===== src/rtl/apb_regfile_slave.sv =====
// APB3 slave register file: NREGS-1 RW registers plus a read-only status word at NREGS-1.
// Define APB_REGFILE_WAIT_EN to honour the WAIT parameter; otherwise every transfer is zero-wait.
module apb_regfile_slave #(
   parameter int AWIDTH    = 4,
   parameter int DWIDTH    = 8,
   parameter int NREGS     = 8,
   parameter int WAIT      = 2,
   parameter int RESET_VAL = 0
) (
   input  logic                        PCLK,
   input  logic                        PRESET,
   input  logic                        PSEL,
   input  logic                        PENABLE,
   input  logic                        PWRITE,
   input  logic [AWIDTH-1:0]           PADDR,
   input  logic [DWIDTH-1:0]           PWDATA,
   output logic [DWIDTH-1:0]           PRDATA,
   output logic                        PREADY,
   output logic                        PSLVERR,
   input  logic [DWIDTH-1:0]           status_i,
   output logic [(NREGS-1)*DWIDTH-1:0] regs_o,
   output logic [NREGS-2:0]            wr_pulse_o,
   output logic                        fsm_state
);

   typedef enum logic {IDLE = 1'b0, ACCESS = 1'b1} state_t;

   localparam logic [AWIDTH-1:0] STATUS_ADDR = AWIDTH'(NREGS - 1);
   localparam logic [AWIDTH:0]   NREGS_W     = (AWIDTH + 1)'(NREGS);

   state_t              state;
   logic [AWIDTH-1:0]   addr_q;
   logic                write_q;
   logic [DWIDTH-1:0]   wdata_q;
   logic [DWIDTH-1:0]   regs [NREGS-1];
   logic [NREGS-2:0]    pulse;
   logic                ready;
   logic                err;

`ifdef APB_REGFILE_WAIT_EN
   logic [3:0]          cnt;
   assign ready = (state == ACCESS) && (cnt == 4'd0);
`else
   assign ready = (state == ACCESS);
`endif

   // Faults are decided purely from the transfer captured in the setup cycle.
   assign err = ({1'b0, addr_q} >= NREGS_W) || (write_q && (addr_q == STATUS_ADDR));

   always_ff @(posedge PCLK or posedge PRESET) begin
      if (PRESET) begin
         state   <= IDLE;
         addr_q  <= '0;
         write_q <= 1'b0;
         wdata_q <= '0;
         pulse   <= '0;
         for (int k = 0; k < NREGS - 1; k++) regs[k] <= DWIDTH'(RESET_VAL);
`ifdef APB_REGFILE_WAIT_EN
         cnt     <= '0;
`endif
      end else begin
         pulse <= '0;
         case (state)
            IDLE: begin
               if (PSEL && !PENABLE) begin
                  state   <= ACCESS;
                  addr_q  <= PADDR;
                  write_q <= PWRITE;
                  wdata_q <= PWDATA;
`ifdef APB_REGFILE_WAIT_EN
                  cnt     <= 4'(WAIT);
`endif
               end
            end
            ACCESS: begin
               if (!PSEL) begin
                  state <= IDLE;
               end else if (PENABLE) begin
                  if (ready) begin
                     state <= IDLE;
                     if (write_q && !err) begin
                        for (int k = 0; k < NREGS - 1; k++) begin
                           if (addr_q == AWIDTH'(k)) begin
                              regs[k]  <= wdata_q;
                              pulse[k] <= 1'b1;
                           end
                        end
                     end
                  end
`ifdef APB_REGFILE_WAIT_EN
                  else begin
                     cnt <= cnt - 4'd1;
                  end
`endif
               end
            end
            default: state <= IDLE;
         endcase
      end
   end

   always_comb begin
      PRDATA = '0;
      if (ready && !write_q && !err) begin
         if (addr_q == STATUS_ADDR) begin
            PRDATA = status_i;
         end else begin
            for (int k = 0; k < NREGS - 1; k++) begin
               if (addr_q == AWIDTH'(k)) PRDATA = regs[k];
            end
         end
      end
   end

   always_comb begin
      regs_o = '0;
      for (int k = 0; k < NREGS - 1; k++) regs_o[k*DWIDTH +: DWIDTH] = regs[k];
   end

   assign PREADY     = ready;
   assign PSLVERR    = ready && err;
   assign wr_pulse_o = pulse;
   assign fsm_state  = state;

endmodule


===== config.mk =====
export PLATFORM = sky130hd
export DESIGN_NAME = apb_regfile_slave
export DESIGN_NICKNAME = d
export VERILOG_FILES = /design/src/rtl/apb_regfile_slave.sv
export SDC_FILE = /design/constraint.sdc
export NUM_CORES = 1
export LEC_CHECK = 0
export CAP_MARGIN = 30
export CORE_UTILIZATION = 43
export DETAILED_ROUTE_END_ITERATION = 6
export PLACE_DENSITY = 0.75
export SYNTH_ARGS = -nofsm -noshare
export SYNTH_HDL_FRONTEND = slang
export SYNTH_SLANG_ARGS = --single-unit

===== constraint.sdc =====
create_clock -name PCLK -period 2.4 [get_ports PCLK]
set_input_delay 0.6 -clock PCLK [delete_from_list [all_inputs] [get_ports PCLK]]
set_output_delay 0.6 -clock PCLK [all_outputs]
set_load 0.005 [all_outputs]

## Word-level counts from Yosys, hierarchy flattened

Cells that the tools add are included.
W data, S select, Z words.

- Flip-flop bits (word level): 77
- Input port bits: 25
- Output and inout port bits: 74
- Logic and storage cells: 64

- $lt $le $gt $ge: 1
- Equal/unequal tests: 7
- Muxes and demuxes: 24
- Bitwise logic cells: 1
- Reductions and logical operators: 19

Operators with widths:

| operator | count |
|---|---|
| $mux W8 | 9 |
| $reduce_and A5 Y1 | 7 |
| $mux W7 | 4 |
| $eq A4 B3 Y1 const B | 4 |
| $mux W1 | 10 |
| $eq A4 B2 Y1 const B | 2 |
| $logic_and A1 B1 Y1 | 6 |
| $eq A4 B1 Y1 const B | 1 |
| $ge A4 B4 Y1 const B | 1 |
| $logic_not A4 Y1 | 1 |
| $logic_not A1 Y1 | 3 |
| $pmux W1 S2 | 1 |
| $reduce_and A2 Y1 | 1 |
| $logic_or A1 B1 Y1 | 1 |
| $not A1 Y1 | 1 |

## Logic depth before layout (Yosys ltp)

Gate-level depths: netlist (run 1).

- Word-level depth: 10
- Depth in mapped cells: 6
- Mapped depth without buffers: 4

## Worst setup path before layout (run 1)

Ideal clock, no wire load.

- Path kind: register to output
- From: register addr_q[3]
- To: output PRDATA[7]
- Arrival: 1.353 ns
- Required time: 1.800 ns
- Path slack: 0.447 ns
- Cell stages (with the launch flop): 6
- Buffers on the path: 1
- Path through: dfrtp_1 -> and2b_1 -> and2b_1 -> clkbuf_1 -> nand3_1 -> o22ai_1

- Longest elaborated chain between the ends: 10
- Elaborated cells on any way between the ends: 22
- Those cells by class: order compare (1); eq/ne (7); mux (9); reduce/logical (5)

Ends and longest elaborated chain:

| item | RTL line | text |
|---|---|---|
| start: declaration | 32 | `logic [AWIDTH-1:0] addr_q;` |
| start signal: assignment | 53 | `addr_q <= '0;` |
| start signal: assignment | 67 | `addr_q <= PADDR;` |
| $logic_not A4 Y1 | 109 | `if (addr_q == AWIDTH'(k)) PRDATA = regs[k];` |
| $mux W8 (7 in series) | 109 |  |
| $mux W8 | 105 | `if (addr_q == STATUS_ADDR) begin` |
| $mux W8 (*) | 104 | `if (ready && !write_q && !err) begin` |
| end: declaration | 17 | `output logic [DWIDTH-1:0] PRDATA,` |

Every way passes the cells marked *; elsewhere a longest branch is shown, timed or not.

## Worst setup path in the final report (run 1)

- From: register addr_q[1]
- To: output PRDATA[0]

Same word-level chain as after synthesis.

==> qor.yml, run 1 <==
synth.net_count: 305
fin_util_pct: 67.8
drtAntennaViolNets: 0
yosysUniqueCellTypes: 30
grt_pass1_vias: 2916
cp_max_fo: 7
io_pins: 99
synth-async-reset-ratio_pct: 100
clockPowerShare_pct: 28.2
start_kind: "flip-flop"
worstHoldPathType: "reg -> reg"
initial_core_util_pct: 45.2
pwr-share-comb_pct: 27.7
clk_latency_ns: 0.35
numPortBuffers: 98
power_uw: 3620
clk_pin_slew_ns: 0.09
min_period_ns: 2.42
p_switching_uw: 1080
cellLeakagePower_uw: 0.00243
fin_crit_sh_pct: 101
die_w_um: 92.8
use_met2_pct: 38.6
cts_root_buffer: "clkbuf_8"
area_growth_pct: 49.9
die_h_um: 92.8
htree_levels: 3
firstDrtPassIters: 4
vias: 2836
crit_chain: "buf_4 > bufbuf_16 > nor3_2 > a221oi_2 > o22ai_1 > buf_2"
dieArea_um2: 8620
cts_hold_buf: 0
avgSynthCellArea_um2: 12.7
synth_flop_cell: "dfrtp_1"
cpMaxStageDelayCell: "dfrtp_2"
rsz0062_at_grt: "yes"
outcome: "finished with violations"
netlist_top_cells_area: "dfrtp_1 54%, mux2_2 21%, mux2i_1 5.4%"
p_seq_share_pct: 44.1
cts_tree: "done"
rows: 32
nNetsFinal: 443
reg2reg_setup_slack_ns: 0.56
drt_drc_violations_left: 0
gp_congestion: 0.836
power.density_nw_per_um2: 680
holdWs_ns: 0.540
skew_ns: 0.0101
met1_usage_pct: 33.7
overflow: 0
insertedDiodeCount: 0
yosys_register_bits: 77
met3_usage_pct: 4.02
swShare_pct: 29.8
yosysSeqAreaShare_pct: 54.3
violations: "negative setup slack"
wl_per_cell_um: 19.1
yosysMostFrequentCell: "dfrtp_1"
busiest_layer: "met2"
setup_viol: 2
slew_violations: 0
grt_first_pass_wirelength_mm: 15.7
cap_violations: 0
cpPeakStageDelay_ns: 0.47
drt_wl_total_mm: 10.0
synth_top_area_share_pct: 54.3
n_fill_cell: 606
clock.fmax_ghz: 0.412
synth_edf_count: 0
grt_usage_pct: 24.6
core-area_um2: 7850
vdd_ir_drop_max_mv: 0.354
yosysTopAreaCell: "dfrtp_1"
cts_buffer_depth: 2
layout_setup_ws_ns: -0.0247
synthTopCellsByCount: "77 x dfrtp_1, 67 x mux2_2, 19 x mux2i_1, 15 x o21ai_0, 13 x buf_2"
p_int_uw: 2540
antenna_found_initial: 0
cts.sinks: 77
grt_max_degree: 78
syn_area_um2: 3550
layout-drive-gt1-share_pct: 39.2
syn_inst: 280
tightest_slew_ns: 0.527
yosys_warnings: 0
drtIter0Drc: 244
numCtsBuffers: 9
viasPerCell: 5.40
max_slew_margin_pct: 64.8
fin_tns_setup_ns: -0.0395
critPathKind: "reg -> out"
worstSetupEndpointType: "output pin"
hpwl_mm: 6.44
cp_data_required_time_ns: 1.80
arrival_ns: 1.82
hold_viol: 0
[final timing paths]
check | startpoint | cells past startpoint | end
worst min register to register | regs_o[49] | 1 | regs_o[49]
max in group asynchronous | PRESET | 3 | addr_q[1]
worst min-delay path | regs_o[49] | 1 | regs_o[49]
min in group asynchronous | PRESET | 3 | regs_o[11]
worst max-delay path | addr_q[1] | 6 | PRDATA[0]
worst max register to register | addr_q[1] | 6 | regs_o[7]
[power by group through the flow]
| stage | clock network (µW) | registers [µW] | logic [µW] |
|---|---|---|---|
| finish | 1020 | 1590 | 1000 |
| global placement | 0 | 1610 | 811 |
| detailed placement | 0 | 1610 | 820 |
| floorplan | 0 | 1570 | 405 |
| CTS | 1030 | 1590 | 972 |
| global route | 1090 | 1620 | 1070 |
[registers in the layout, summed over array words and instances (netlist names)]
register and count:
addr_q 4, write_q 1, wr_pulse_o 7, wdata_q 8, regs_o 56, PREADY 1
[cells by family (layout without fill, tap and decap cells)]
group           after synthesis  after routing  share of synthesized area [%]
compound gates               43             43                           7.48
flops                        77             77                           54.3
simple gates                 49             49                           8.36
buf+inv                      25            168                           3.21
mux                          86             86                           26.6
[per-layer routing]
| layer | vias to the layer above | share of wire (%) |
|---|---|---|
| li1 | 1294 | - |
| met1 | 1426 | 43 |
| met2 | 97 | 49 |
| met3 | 19 | 5.4 |
| met4 | 0 | 2.2 |
| met5 | - | 0 |
[final cells by class]
cell class                      instances  area (µm²)  share of cell area (%)
Timing Repair Buffer                  144        1420                    26.6
Inverter                                8        33.8                   0.635
Tap cell                              102         128                    2.40
Clock inverter                          7        82.6                    1.55
Clock buffer                            9         124                    2.33
Multi-Input combinational cell        178        1610                    30.2
Sequential cell                        77        1930                    36.3
[worst max-delay path, delay by kind of cell (launching register included)]
kind                   cells  cell delay (ns)
AND/OR/NAND/NOR            1             0.17
buffers and inverters      3             0.59
AO/OA/AOI/OAI              2             0.26
flip-flops                 1             0.47
[per-stage QoR]
stage / instance area [µm²] / instances / worst slack, ns
final: 5320 / 525 / -0.0247
after global routing: 5320 / 525 / -0.0765
after CTS: 5280 / 525 / -0.0562
after detailed placement: 4860 / 493 / -0.219
after global placement: 4860 / 493 / -0.160
after floorplan: 3550 / 280 / 0.447
[placed cells by master (no fill, tap or decap), types with 2 or more instances in the layout]
cell	count
o21ai_1	9
buf_2	8
mux2i_1	19
inv_8	2
inv_1	6
buf_12	4
o22ai_1	6
nor2_1	2
nand2b_1	3
nor3b_1	6
a221oi_2	4
clkdlybuf4s50_1	89
bufbuf_16	2
clkinvlp_4	2
nor3_2	2
nor2_2	3
or2_1	2
a2bb2oi_1	3
nand2_1	12
nor2_4	2
dfrtp_1	75
clkbuf_8	9
o21ai_0	5
nand2b_4	2
mux2_2	67
nor2b_1	4
buf_6	6
a21oi_1	8
dfrtp_2	2
buf_4	33
nor3_1	2
[repair_timing]
item / in CTS / in global routing
gates resized for setup: 61 / 14
pin swaps: 13 / 13
setup endpoints to repair: 9 / 8
cloned: 2 / 0
setup buffers: 14 / 1
Note: power is estimated with default switching activity, not from simulation.
==> run 2, diff against run 1 <==
--- a/config.mk
+++ b/config.mk
@@ -6,7 +6,9 @@
 export NUM_CORES = 1
 export LEC_CHECK = 0
 export CAP_MARGIN = 30
-export CORE_UTILIZATION = 43
+export CELL_PAD_IN_SITES_DETAIL_PLACEMENT = 1
+export CELL_PAD_IN_SITES_GLOBAL_PLACEMENT = 1
+export CORE_UTILIZATION = 34
 export DETAILED_ROUTE_END_ITERATION = 6
 export PLACE_DENSITY = 0.75
 export SYNTH_ARGS = -nofsm -noshare
==> qor.yml, run 2 (synthesized netlist as in run 1, its figures left out) <==
outcome: "finished with violations"
violations: "negative setup slack"
cp_max_fo: 4  # -3
drt_wl_total_mm: 12.6  # +25%
hpwl_mm: 7.81  # +21%
overflow: 0  # unchanged
cts_tree: "done"
slew_violations: 0  # unchanged
worstSetupEndpointType: "output pin"
cap_violations: 0  # unchanged
holdWs_ns: 0.541  # +0.00120 ns
stdcell_count: 571  # +8.8%
start_kind: "flip-flop"
power.density_nw_per_um2: 687  # +1.0%
register_area_um2: 1930  # about the same
core-area_um2: 9950  # +27%
cpMaxStageDelayCell: "dfrtp_2"
clk_pin_slew_ns: 0.08  # about the same
cp_data_required_time_ns: 1.80  # about the same
arrival_ns: 1.88  # +0.06 ns
multiInputGateArea_um2: 1640  # +1.9%
skew_ns: 0.0116  # +0.00151 ns
critPathKind: "reg -> out"
htree_levels: 3  # unchanged
fin_crit_sh_pct: 103  # +2.3 points
antenna_found_initial: 0  # unchanged
max_slew_margin_pct: 61.8  # -3.0 points
drtAntennaViolNets: 0  # unchanged
p_int_uw: 2650  # +4.4%
area_growth_pct: 55.2
tightest_slew_ns: 0.572  # +0.0449 ns
fin_tns_setup_ns: -0.140  # -0.101 ns
cts_hold_buf: 0  # unchanged
n_fill_cell: 1032  # +70%
firstDrtPassIters: 4  # unchanged
grt_max_degree: 78  # unchanged
drtIter0Drc: 85  # -65%
dieArea_um2: 10800  # +26%
numPortBuffers: 98  # unchanged
wl_per_cell_um: 22.0  # +15%
io_pins: 99  # unchanged
largest_register_ffs: 56  # unchanged
drt_drc_violations_left: 0  # unchanged
vdd_ir_drop_max_mv: 0.272  # -23%
vias: 3001  # +5.8%
swShare_pct: 29.9  # +0.14 points
grt_pass1_vias: 3058  # +4.9%
final_common_cell: "clkdlybuf4s50_1"
nNetsFinal: 458  # +3.4%
detailedPlace.worstSlack_ns: -0.173  # +0.0460 ns
crit_family: "compound AO/OA/AOI/OAI gates"
cellLeakagePower_uw: 0.00248  # +2.0%
min_period_ns: 2.48  # +0.0563 ns
initial_core_util_pct: 35.6  # -9.6 points
hold_viol: 0  # unchanged
gp_congestion: 0.811  # -3.0%
die_h_um: 104  # +12%
pwr-share-comb_pct: 28.6  # +0.9 points
cts_root_buffer: "clkbuf_8"
path_buf_inv: 3  # unchanged
insertedDiodeCount: 0  # unchanged
cpPeakStageDelay_ns: 0.43  # -0.04 ns
setup_viol: 5  # +3
clk_latency_ns: 0.36  # about the same
die_w_um: 104  # +12%
dp_cells: 535  # +8.5%
rows: 36  # +13%
crit_chain: "buf_12 > buf_8 > mux2i_4 > o21ai_2 > a221oi_2 > o22ai_1 > buf_2"
final_cell_mix: "89 x clkdlybuf4s50_1, 74 x dfrtp_1, 67 x mux2_2, 48 x buf_4, 16 x mux2i_1"
layout-drive-gt1-share_pct: 42.7  # +3.5 points
worstHoldPathType: "reg -> reg"
cts.sinks: 77  # unchanged
grt_usage_pct: 22.1  # -2.5 points
clockPowerShare_pct: 28.8  # +0.6 points
clock.fmax_ghz: 0.403  # -2.3%
numCtsBuffers: 9  # unchanged
viasPerCell: 5.26  # -2.7%
cts_buffer_depth: 2  # unchanged
p_seq_share_pct: 42.6  # -1.5 points
layout_setup_ws_ns: -0.0810  # -0.0563 ns
rsz0062_at_grt: "yes"
p_switching_uw: 1130  # +5.1%
grt_first_pass_wirelength_mm: 18.1  # +15%
run 2: metal layers:
layer | up-vias | global-route usage, % | share of wire (%)
met5 | - | 0 | 0
met3 | 23 | 3.57 | 3.2
met1 | 1570 | 30.6 | 45
li1 | 1312 | - | -
met2 | 96 | 35.3 | 50
met4 | 0 | 7.24 | 2.4
run 2: worst paths after layout:
path	slack (ns)	cells past startpoint	endpoint	startpoint
max	-0.08	7	PRDATA[5]	addr_q[1]
min	0.54	1	regs_o[53]	regs_o[53]
max reg2reg	0.38	6	regs_o[44]	PREADY
min reg2reg	0.54	1	regs_o[53]	regs_o[53]
max in group asynchronous	1.35	3	addr_q[0]	PRESET
min in group asynchronous	0.70	3	wr_pulse_o[4]	PRESET
run 2: cell type report:
type                    count  share of cell area [%]
repair buffers            159                    27.6
well taps                 133                    3.02
multi-input cells         178                    29.7
flip-flops and latches     77                    35.1
inverters                   8                   0.682
clock inverters             6                    1.59
clock buffers              10                    2.32
run 2: timing repair:
| action | 4_1_cts | 5_1_grt |
|---|---|---|
| gates resized for setup | 54 | 25 |
| setup buffers | 17 | 2 |
| pin swaps | 15 | 11 |
| setup endpoints to repair | 9 | 9 |
| cloned | 0 | 1 |
run 2: power by group through the flow:
stage	Combinational [µW]	Sequential (µW)	Clock, µW
final	1080	1610	1090
after global routing	1140	1630	1150
after CTS	982	1600	1090
after detailed placement	865	1620	0
after global placement	841	1610	0
after floorplan	405	1570	0
run 2: worst register-to-register path: stages (launching register included):
cell and delay (ns):
dfrtp_1 0.39, and2b_1 0.17, buf_4 0.13, buf_4 0.15
nand3_1 0.16, or2_1 0.50, mux2_2 0.40
run 2: through the flow:
stage,util [%],area [µm²],power [µW]
6_report,55.3,5510,3780
5_1_grt,55.3,5510,3920
4_1_cts,53.9,5360,3670
3_5_place_dp,49.9,4970,2480
3_3_place_gp,49.9,4970,2450
2_1_floorplan,-,3550,1970
